$ cat config.mk
export PLATFORM = sky130hd
export DESIGN_NAME = stage_sequencer
export DESIGN_NICKNAME = d
export VERILOG_FILES = /design/src/rtl/stage_sequencer.sv
export SDC_FILE = /design/constraint.sdc
export NUM_CORES = 1
export LEC_CHECK = 0
export CORE_ASPECT_RATIO = 1.1
export CORE_MARGIN = 2
export CORE_UTILIZATION = 40
export DETAILED_ROUTE_END_ITERATION = 12
export HOLD_SLACK_MARGIN = 0.05
export PLACE_DENSITY = 0.75
export SLEW_MARGIN = 20
export SYNTH_ARGS = -nofsm -noshare
export SYNTH_HDL_FRONTEND = slang
export SYNTH_SLANG_ARGS = --single-unit
$ cat constraint.sdc
create_clock -name clk -period 4.2 [get_ports clk]
set_input_delay 0.42 -clock clk [delete_from_list [all_inputs] [get_ports clk]]
set_output_delay 0.42 -clock clk [all_outputs]
set_load 0.02 [all_outputs]
$ cat src/rtl/stage_sequencer.sv
// Multicycle IF/ID/EX/MEM/WB sequencer: holds IF/MEM on memory handshakes, issues IR/PC/RF
// write strobes, and stops the core on HALT or on a memory timeout (sticky bus_error).
module stage_sequencer #(
  parameter int TIMEOUT = 16,
  parameter int CNT_W   = 16
) (
  input  logic             clk,
  input  logic             reset,
  input  logic             is_halt,
  input  logic             mem_access,
  input  logic             reg_write,
  input  logic             imem_ready,
  input  logic             dmem_ready,
  input  logic             resume,
  output logic [2:0]       stage,
  output logic             imem_req,
  output logic             dmem_req,
  output logic             ir_write,
  output logic             pc_write,
  output logic             rf_write,
  output logic             halted,
  output logic             bus_error,
  output logic [CNT_W-1:0] instr_count
);

  localparam logic [2:0] S_IF   = 3'd0;
  localparam logic [2:0] S_ID   = 3'd1;
  localparam logic [2:0] S_EX   = 3'd2;
  localparam logic [2:0] S_MEM  = 3'd3;
  localparam logic [2:0] S_WB   = 3'd4;
  localparam logic [2:0] S_HALT = 3'd7;

  // Counter only needs to reach TIMEOUT-1.
  localparam int WAIT_W = (TIMEOUT < 2) ? 1 : $clog2(TIMEOUT);

  logic [2:0]        stage_next;
  logic [WAIT_W-1:0] wait_cnt;
  logic              waiting;
  logic              ready_sel;
  logic              timed_out;

  // Which handshake, if any, the current stage is waiting on.
  always_comb begin
    waiting   = 1'b0;
    ready_sel = 1'b0;
    case (stage)
      S_IF: begin
        waiting   = 1'b1;
        ready_sel = imem_ready;
      end
      S_MEM: begin
        waiting   = mem_access;
        ready_sel = dmem_ready;
      end
      default: ;
    endcase
  end

  generate
    if (TIMEOUT == 0) begin : g_no_timeout
      assign timed_out = 1'b0;
    end else begin : g_timeout
      assign timed_out = waiting && !ready_sel && (wait_cnt == WAIT_W'(TIMEOUT - 1));
    end
  endgenerate

  always_ff @(posedge clk) begin
    if (!reset) begin
      stage       <= S_IF;
      instr_count <= '0;
      bus_error   <= 1'b0;
      wait_cnt    <= '0;
    end else begin
      stage <= stage_next;
      if (timed_out)
        bus_error <= 1'b1;
      if (stage == S_WB)
        instr_count <= instr_count + CNT_W'(1);
      // Any state change restarts the wait count, so entry to IF/MEM starts at zero.
      if (stage_next != stage)
        wait_cnt <= '0;
      else if (waiting && !ready_sel)
        wait_cnt <= wait_cnt + WAIT_W'(1);
    end
  end

  always_comb begin
    stage_next = stage;
    case (stage)
      S_IF: begin
        if (imem_ready)
          stage_next = S_ID;
        else if (timed_out)
          stage_next = S_HALT;
      end
      S_ID:  stage_next = is_halt ? S_HALT : S_EX;
      S_EX:  stage_next = S_MEM;
      S_MEM: begin
        if (!mem_access || dmem_ready)
          stage_next = S_WB;
        else if (timed_out)
          stage_next = S_HALT;
      end
      S_WB:  stage_next = S_IF;
      S_HALT: begin
        if (resume && !bus_error)
          stage_next = S_WB;
      end
      default: stage_next = S_IF;
    endcase
  end

  always_comb begin
    imem_req = (stage == S_IF);
    ir_write = (stage == S_IF) && imem_ready;
    dmem_req = (stage == S_MEM) && mem_access;
    pc_write = (stage == S_WB);
    rf_write = (stage == S_WB) && reg_write;
    halted   = (stage == S_HALT);
  end

endmodule

# Word level (Yosys, flattened, before mapping)
# Cells that the tools add are included.
# op_classes
addsub,2
n_eq_ne,7
mux,8
bitwise_logic,1
n_reduce_logical,12
# ops
cell,count
$add 16x1->16 const B,1
$mux 3,5
$pmux 3 s5,1
$eq 3x2->1 const B,2
$eq 3x3->1 const B,2
$logic_and 1x1->1,6
$add 4x1->4 const B,1
$eq 4x4->1 const B,1
$pmux 1 s2,2
$eq 3x1->1 const B,1
$logic_not 1->1,3
$logic_not 3->1,1
$ne 3x3->1,1
$reduce_or 2->1,1
$logic_or 1x1->1,1
$not 1->1,1
# word_totals
register_bits,24
in_bits,8
wordCells,34

# Logic depth before layout (Yosys ltp)
# Gate-level depths: netlist (run 1).
# logic_depth
ltp_word,10
mapped_depth,6
depth_no_buf,5

# Worst setup path before layout (run 1)
# No wires, ideal clock.
# synth_timing
path_kind,register -> output
startpoint,reg stage[1]
endpoint,out dmem_req
arrival_ns,1.539
slack_ns,2.241
path_stages_with_launch,5
path_buffers,2
path_cell_list,dfxtp_1 buf_6 clkbuf_1 nand2_1 nor3b_1
# synth_between
elab_chain_len,2
# synth_lines
item,line,source
from (decl),15,"output logic [2:0] stage,"
from (signal assigned),74,stage <= stage_next;
$eq 3x2->1,116,dmem_req = (stage == S_MEM) && mem_access;
$logic_and 1x1->1,116,
to (decl),17,"output logic dmem_req,"
# Every way passes these cells.

# Worst setup path in the final report (run 1)
# layout_timing
startpoint,reg stage[2]
endpoint,out ir_write
# layout_between
elab_chain_len,2
# layout_lines
item,line,source
$logic_not 3->1,115,ir_write = (stage == S_IF) && imem_ready;
$logic_and 1x1->1,115,
to (decl),18,"output logic ir_write,"
# Every way passes these cells.

==> results of run 1 <==
-- cell type report --
| type | count | share of cell area, % |
|---|---|---|
| multi-input combinational | 115 | 46.5 |
| tap | 34 | 2.55 |
| timing repair buffer | 33 | 19.8 |
| clock buffer | 3 | 1.35 |
| inverter | 4 | 0.902 |
| sequential | 24 | 28.9 |
-- path summary, 6_finish.rpt --
check,slack (ns),to,start,cells past startpoint
worst min register to register,0.50,instr_count[15],instr_count[15],2
worst max-delay path,1.64,ir_write,stage[2],3
worst max register to register,1.98,instr_count[12],stage[2],4
worst min-delay path,0.50,instr_count[15],instr_count[15],2
-- registers in the layout, summed over array words and instances (netlist names) --
register and cells:
stage 3, bus_error 1, instr_count 16, wait_cnt 4
-- critical path: stages (launching register included) --
cell and delay [ns]:
dfxtp_1 0.89, nor3_1 0.20, and2_1 0.22, clkdlybuf4s50_1 0.53
-- through the flow --
step | std cells | total power, W | hold slack [ns] | cell area [sq um] | util (%)
final | 213 | 0.000452 | 0.496 | 1670 | 53.7
after global routing | 213 | 0.000475 | 0.530 | 1670 | 53.7
after CTS | 213 | 0.000457 | 0.498 | 1670 | 53.7
after detailed placement | 210 | 0.000362 | 0.481 | 1640 | 53.0
after global placement | 210 | 0.000359 | 0.466 | 1640 | 53.0
after floorplan | 152 | 0.000327 | 0.516 | 1320 | -
-- synthesized netlist by cell type, types with 2 or more instances --
library cell  number  share of area (%)
a21oi_1           12                4.5
a31oi_1            2               0.95
and2_1             2               0.95
and3_1             5                2.4
and4_1             2                1.3
buf_2              4                1.5
clkbuf_1           2               0.57
dfxtp_1           24                 36
ha_1               2                1.9
inv_1              4                1.1
nand2_1            8                2.3
nand2b_1           2               0.95
nand3_1           10                3.8
nand4_1            5                2.4
nor2_1            16                4.5
nor3b_1            2                1.1
nor4_1             2               0.95
nor4_2             2                1.9
nor4bb_1           2                1.5
o21ai_0            6                2.3
o21ba_2            2                1.5
or3_1              5                2.4
xnor2_1            4                2.7
xor2_1             9                6.0
-- report_power, final --
part           switching, W  leakage, nW  internal, W
Clock             0.0000612       0.0138    0.0000334
Sequential        0.0000212        0.194     0.000233
Combinational     0.0000524        0.370    0.0000504
Total              0.000135        0.578     0.000317
-- routing by layer --
| layer | wire, um | vias up | global-route usage, % |
|---|---|---|---|
| met2 | 1380 | 30 | 27.6 |
| met3 | 127 | 4 | 2.23 |
| met1 | 1270 | 549 | 19.1 |
| li1 | - | 603 | - |
| met4 | 29 | 0 | 5.68 |
| met5 | 0 | - | 0 |
-- logic make-up (layout without fill, tap and decap cells) --
group,Yosys count,after routing,synth area share (%)
buffers and inverters,13,40,4.93
AND/OR/NAND/NOR,69,69,31.4
multiplexers,1,1,0.758
flip-flops,24,24,36.4
adder cells (fa/ha/maj),2,2,1.90
AO/OA/AOI/OAI,30,30,16.0
XOR/XNOR,13,13,8.63
==> results.sh, run 1 <==
export IMPL_timing_final_hold_violations=0
export IMPL_drv_cap=0
export IMPL_syn_area_sq_um=1320
export IMPL_io_buffers=33
export IMPL_die_w_um=58.8
export IMPL_place_detailed_hpwl_um=2110
export IMPL_clockBufferDepth=2
export IMPL_cp_required_ns=3.78
export IMPL_antenna_found_initial=0
export IMPL_cts_sinks=24
export IMPL_fin_worst_skew_ns=0.00430
export IMPL_synth_enable_flop_cells=0
export IMPL_drc=3
export IMPL_setup_viol=0
export IMPL_power_per_cell_area_nw_per_um2=271
export IMPL_drtPass1Iterations=8
export IMPL_yosys_warnings=0
export IMPL_vdd_drop_max_mv=0.115
export IMPL_fmax_ghz=0.390
export IMPL_final_cell_mix="33 x clkdlybuf4s50_1, 24 x dfxtp_1, 16 x nor2_1"
export IMPL_tns_ns=0
export IMPL_crit_path_start_kind="flop"
export IMPL_core_sq_um=3100
export IMPL_syn_nets=162
export IMPL_final_setup_worst_slack_ns=1.64
export IMPL_h_tree_depth=1
export IMPL_chipHeight_um=64.3
export IMPL_critical_path_arrival_ns=2.14
export IMPL_min_period_over_period_pct=61.0
export IMPL_final_fill_count=312
export IMPL_diodes=0
export IMPL_nets=191
export IMPL_status="finished, violations left"
export IMPL_grt_pass1_vias=1099
export IMPL_ant_nets=0
export IMPL_cts_clk_slew_worst_paths_ns=0.12
export IMPL_grt_first_pass_wirelength_um=4750
export IMPL_yosysSeqAreaShare_pct=36.4
export IMPL_power_leakage_nw=0.578
export IMPL_wirelength_um=2810
export IMPL_cts_hold_buf=0
export IMPL_io_pins=34
export IMPL_slew_headroom_pct=43.9
export IMPL_cts_resized=0
export IMPL_regArea_sq_um=480
export IMPL_worstSetupPathType="reg -> out"
export IMPL_grt_start_max_net_pins=26
export IMPL_placementRows=21
export IMPL_worstPathMaxFanout=25
export IMPL_multi_input_area_sq_um=774
export IMPL_grt_overflow=0
export IMPL_cts_root_buf="clkbuf_4"
export IMPL_via_per_inst=5.57
export IMPL_via_count=1186
export IMPL_drtIter0Drc=38
export IMPL_critPathCaptureType="primary output"
export IMPL_async_reset_ff_share_pct=0
export IMPL_ys_flop_type="dfxtp_1"
export IMPL_slew_violations=0
export IMPL_hold_class="reg -> reg"
export IMPL_final_common_cell="clkdlybuf4s50_1"
export IMPL_rsz0062_at_grt="no"
export IMPL_syn2layout_area_growth_pct=26.2
export IMPL_clk_latency_ns=0.30
export IMPL_avgSynthCellArea_sq_um=8.68
export IMPL_period_needed_ns=2.56
export IMPL_grt_usage_pct=15.8
export IMPL_worstMarginPinSlew_ns=0.841
export IMPL_violations="DRC"
export IMPL_cts_tree="built"
export IMPL_gp_congestion=0.835
export IMPL_initial_utilization_pct=42.6
export IMPL_ys_types=42
export IMPL_pre_cts_ws_ns=2.03
export IMPL_synth_seq_cells=24
export IMPL_wl_per_cell_um=13.2
export IMPL_numCtsBuffers=3
export IMPL_drive_gt1_share_pct=6.70
export IMPL_postSynthCellCount=152
export IMPL_die_area_sq_um=3780
export IMPL_cts_setup_buffers=0
Note: power is estimated with default switching activity, not from simulation.
==> run 2, diff against run 1 <==
==> constraint.sdc (replaced) <==
create_clock -name clk -period 2.45 [get_ports clk]
set_input_delay 0.245 -clock clk [delete_from_list [all_inputs] [get_ports clk]]
set_output_delay 0.245 -clock clk [all_outputs]
set_load 0.02 [all_outputs]
==> run 2 against run 1 <==
Effect of this change:
- combinational power increased by 86%
- hold slack better by 0.0027 ns
- flip-flop and latch count unchanged
- setup slack got worse by 1.5 ns
- via count is 2.6% higher
- the flow still finishes with violations (DRC)
- power up 100%
==> results.sh, run 2 (same netlist as run 1, synthesis figures left out) <==
export IMPL_grt_start_max_net_pins=22
export IMPL_final_fill_count=284
export IMPL_cts_clk_slew_worst_paths_ns=0.13
export IMPL_grt_first_pass_wirelength_um=4730
export IMPL_place_detailed_hpwl_um=2160
export IMPL_met3_length_um=135
export IMPL_intPower_w=0.000658
export IMPL_drv_cap=0
export IMPL_grt_overflow=0
export IMPL_worstPathMaxFanout=21
export IMPL_initial_utilization_pct=42.6
export IMPL_largest_reg_flops=16
export IMPL_cts_tree="built"
export IMPL_sw_frac_of_total_pct=27.5
export IMPL_violations="DRC"
export IMPL_die_w_um=58.8
export IMPL_drive_gt1_share_pct=8.74
export IMPL_period_needed_ns=2.29
export IMPL_cts_root_buf="clkbuf_4"
export IMPL_fin_worst_skew_ns=0.00322
export IMPL_worstSetupPathType="reg -> out"
export IMPL_p_comb_share_pct=21.2
export IMPL_setup_viol=0
export IMPL_chipHeight_um=64.3
export IMPL_status="finished, violations left"
export IMPL_drtPass1Iterations=11
export IMPL_wl_per_cell_um=13.3
export IMPL_vdd_drop_max_mv=0.274
export IMPL_cts_setup_buffers=0
export IMPL_power_leakage_nw=0.608
export IMPL_via_count=1217
export IMPL_core_sq_um=3100
export IMPL_final_common_cell="clkdlybuf4s50_1"
export IMPL_multi_input_area_sq_um=774
export IMPL_critical_path_arrival_ns=2.05
export IMPL_cts_resized=0
export IMPL_wirelength_um=2880
export IMPL_regArea_sq_um=480
export IMPL_grt_usage_pct=15.9
export IMPL_h_tree_depth=1
export IMPL_final_cell_mix="33 x clkdlybuf4s50_1, 24 x dfxtp_1, 16 x nor2_1"
export IMPL_slew_headroom_pct=56.1
export IMPL_via_per_inst=5.61
export IMPL_nets=194
export IMPL_gp_congestion=0.802
export IMPL_antenna_found_initial=0
export IMPL_syn2layout_area_growth_pct=30.1
export IMPL_critPathCaptureType="primary output"
export IMPL_numCtsBuffers=3
export IMPL_p_sw_w=0.000250
export IMPL_cts_hold_buf=0
export IMPL_clockBufferDepth=2
export IMPL_hold_class="reg -> reg"
export IMPL_reg_top3="instr_count x16, wait_cnt x4, stage x3"
export IMPL_clk_latency_ns=0.31
export IMPL_timing_final_hold_violations=0
export IMPL_cts_sinks=24
export IMPL_tns_ns=0
export IMPL_power_frac_seq_pct=47.6
export IMPL_regMostFlops="instr_count"
export IMPL_power_per_cell_area_nw_per_um2=528
export IMPL_grt_pass1_vias=1107
export IMPL_wl_met2_um=1520
export IMPL_pwr_share_clk_pct=31.3
export IMPL_drtIter0Drc=33
export IMPL_final_core_util_pct=55.4
export IMPL_cp_required_ns=2.20
export IMPL_finalPower_w=0.000908
export IMPL_placementRows=21
export IMPL_die_area_sq_um=3780
export IMPL_diodes=0
export IMPL_wl_met1_um=1210
export IMPL_rsz0062_at_grt="no"
export IMPL_min_period_over_period_pct=93.6
export IMPL_fmax_ghz=0.436
export IMPL_top_layer_used="met4"
export IMPL_ant_nets=0
export IMPL_io_pins=34
export IMPL_crit_path_start_kind="flop"
export IMPL_slew_violations=0
export IMPL_io_buffers=33
export IMPL_worstMarginPinSlew_ns=0.658
export IMPL_drc=2
-- run 2: worst paths after layout --
path | startpoint | endpoint | slack (ns) | depth (start not counted)
setup / recovery | stage[2] | ir_write | 0.16 | 3
hold / removal | bus_error | bus_error | 0.50 | 2
setup reg to reg | stage[2] | instr_count[12] | 0.43 | 4
hold reg to reg | bus_error | bus_error | 0.50 | 2
-- run 2: worst max-delay path, stage by stage, from the launching register on --
cell,delay (ns)
dfxtp_1,0.54
nor3_1,0.39
and2_1,0.19
clkdlybuf4s50_1,0.62
-- run 2: final cells by class --
class | instances | area share (%)
sequential | 24 | 28.0
inverter | 4 | 0.874
timing repair buffer | 36 | 20.5
multi-input combinational | 115 | 45.1
clock buffer | 3 | 1.31
tap | 34 | 2.48
clock inverter | 1 | 1.75
-- run 2: routing by layer --
metal	vias up	global-route usage, %
met1	567	17.7
met4	0	5.97
met5	-	0
met3	2	2.83
met2	31	29.2
li1	617	-
-- run 2: metrics by stage --
step                      hold WS, ns  setup slack [ns]  instances  instance area [sq um]
after floorplan                 0.363             0.666        152                   1320
after global placement          0.472             0.520        213                   1670
after detailed placement        0.475             0.458        213                   1670
after CTS                       0.495             0.146        217                   1720
after global routing            0.497           0.00300        217                   1720
final                           0.498             0.157        217                   1720
-- run 2: power by group through the flow --
stage / logic, W / registers [W] / clock network, W
global route: 0.000205 / 0.000435 / 0.000307
global placement: 0.000187 / 0.000438 / 0
finish: 0.000192 / 0.000432 / 0.000284
detailed placement: 0.000191 / 0.000439 / 0
CTS: 0.000193 / 0.000431 / 0.000293
floorplan: 0.000131 / 0.000430 / 0
==> run 3, diff against run 2 <==
==> constraint.sdc (replaced) <==
create_clock -name clk -period 2.45 [get_ports clk]
set_input_delay 0.245 -clock clk [delete_from_list [all_inputs] [get_ports clk]]
set_output_delay 0.245 -clock clk [all_outputs]
set_load 0.1 [all_outputs]
==> run 3 against run 2 <==
Effect of this change:
- largest power group unchanged
- core utilization fell by 2.2 points
- largest cell class unchanged
- critical path depth is 1 higher
- the run still ends with DRC left
- global-route usage increased by 0.16 points
- sequential power increased by 3%
- flip-flop and latch count unchanged
- first-iteration DRC count up 110%
- non-clock buffer count fell by 2
==> results.sh, run 3 (same netlist as run 1, synthesis figures left out) <==
export IMPL_status="finished, violations left"
export IMPL_violations="DRC"
export IMPL_drc=3
export IMPL_grt_util_met1_pct=20.2
export IMPL_r2r_cells=4
export IMPL_worstMarginPinSlew_ns=0.522
export IMPL_crit_path_start_kind="flop"
export IMPL_vdd_drop_max_mv=0.427
export IMPL_fmax_ghz=0.495
export IMPL_drtIter0Drc=69
export IMPL_io_buffers=33
export IMPL_wirelength_um=2920
export IMPL_gr_usage_met3_pct=2.63
export IMPL_initial_utilization_pct=42.6
export IMPL_placementRows=21
export IMPL_hold_class="in -> reg"
export IMPL_power_per_cell_area_nw_per_um2=567
export IMPL_largest_reg_flops=16
export IMPL_clockBufferDepth=2
export IMPL_grt_busiest_layer="met2"
export IMPL_ant_nets=0
export IMPL_cts_tree="built"
export IMPL_crit_chain="and4bb_1 -> nand4_1 -> or3_1 -> a21oi_1"
export IMPL_h_tree_depth=1
export IMPL_numCtsBuffers=3
export IMPL_power_leakage_nw=0.648
export IMPL_max_stage_delay_ns=0.69
export IMPL_grt_start_max_net_pins=26
export IMPL_cts_sinks=24
export IMPL_grt_pass1_vias=1109
export IMPL_cts_root_buf="clkbuf_4"
export IMPL_grt_first_pass_wirelength_um=4920
export IMPL_reg_top3="instr_count x16, wait_cnt x4, stage x3"
export IMPL_cts_hold_buf=0
export IMPL_tns_ns=0
export IMPL_drv_cap=0
export IMPL_die_w_um=58.8
export IMPL_chipHeight_um=64.3
export IMPL_slew_violations=0
export IMPL_min_period_over_period_pct=82.4
export IMPL_grt_use_met2_pct=27.6
export IMPL_via_per_inst=5.53
export IMPL_final_fill_count=301
export IMPL_antenna_found_initial=0
export IMPL_final_cell_mix="27 x buf_4, 21 x dfxtp_1, 16 x nor2_1"
export IMPL_critPathSlowestCell="dfxtp_2"
export IMPL_critPathCaptureType="flop"
export IMPL_pre_cts_ws_ns=0.468
export IMPL_cts_setup_buffers=0
export IMPL_drtPass1Iterations=8
export IMPL_setup_viol=0
export IMPL_syn2layout_area_growth_pct=24.9
export IMPL_place_detailed_hpwl_um=2160
export IMPL_final_core_util_pct=53.2
export IMPL_final_setup_worst_slack_ns=0.430
export IMPL_nets=192
export IMPL_fin_worst_skew_ns=0.00355
export IMPL_grt_usage_pct=16.1
export IMPL_critical_path_arrival_ns=2.26
export IMPL_gp_congestion=0.862
export IMPL_grt_overflow=0
export IMPL_cts_clk_slew_worst_paths_ns=0.13
export IMPL_final_common_cell="buf_4"
export IMPL_period_needed_ns=2.02
export IMPL_io_pins=34
export IMPL_rsz0062_at_grt="no"
export IMPL_timing_final_hold_violations=0
export IMPL_whs_ns=0.495
export IMPL_regMostFlops="instr_count"
export IMPL_cts_resized=0
export IMPL_clk_latency_ns=0.30
export IMPL_worstPathMaxFanout=25
export IMPL_hold_depth=2
export IMPL_worstSetupPathType="reg -> reg"
export IMPL_drive_gt1_share_pct=25.4
export IMPL_diodes=0
export IMPL_cp_required_ns=2.69
export IMPL_wl_per_cell_um=13.6
export IMPL_die_area_sq_um=3780
export IMPL_via_count=1190
export IMPL_core_sq_um=3100
export IMPL_slew_headroom_pct=65.2
[run 3: cell count changes in the layout (fill, tap and decap cells not counted)]
cell	change
and2_1	-1
bufinv_16	-1
nor3b_4	+1
dfxtp_1	-3
nor3b_1	-1
buf_4	+24
and2_2	+1
clkbuf_8	+1
nor3_1	-1
dfxtp_2	+3
clkdlybuf4s50_1	-26
nor3_4	+1
[run 3: metrics by stage]
step,std cells,total power [W],cell area [sq um]
after global placement,211,0.000736,1610
after global routing,215,0.000980,1650
after floorplan,152,0.000685,1350
after CTS,215,0.000946,1650
final,215,0.000936,1650
after detailed placement,211,0.000741,1610
[run 3: area by class of cell]
cell class	instances	area [sq um]	area share (%)
Multi-Input combinational cell	115	798	48.4
Sequential cell	24	484	29.4
Timing Repair Buffer	34	273	16.5
Tap cell	34	42.5	2.58
Clock buffer	4	36.3	2.20
Inverter	4	15.0	0.910
[run 3: where the power goes]
part	internal (W)	total [W]	switching [W]	leakage [nW]
clock network	0.0000905	0.000204	0.000113	0.0210
logic	0.0000850	0.000289	0.000204	0.432
registers	0.000402	0.000443	0.0000418	0.195
[run 3: final timing paths]
| check | start | end | slack [ns] |
|---|---|---|---|
| max | stage[2] | instr_count[12] | 0.43 |
| min | reset | stage[0] | 0.49 |
| max reg2reg | stage[2] | instr_count[12] | 0.43 |
| min reg2reg | instr_count[15] | instr_count[15] | 0.50 |
[run 3: layer usage]
layer	routed length, um	share of wire (%)	vias up
li1	-	-	606
met1	1320	45	550
met5	0	0	-
met4	23	0.79	0
met3	133	4.6	2
met2	1440	49	32
[run 3: worst max-delay path, delay by kind of cell, from the launching register on]
family | cells | cell delay (ns)
AND/OR/NAND/NOR | 3 | 1.12
flip-flops | 1 | 0.69
AO/OA/AOI/OAI | 1 | 0.15
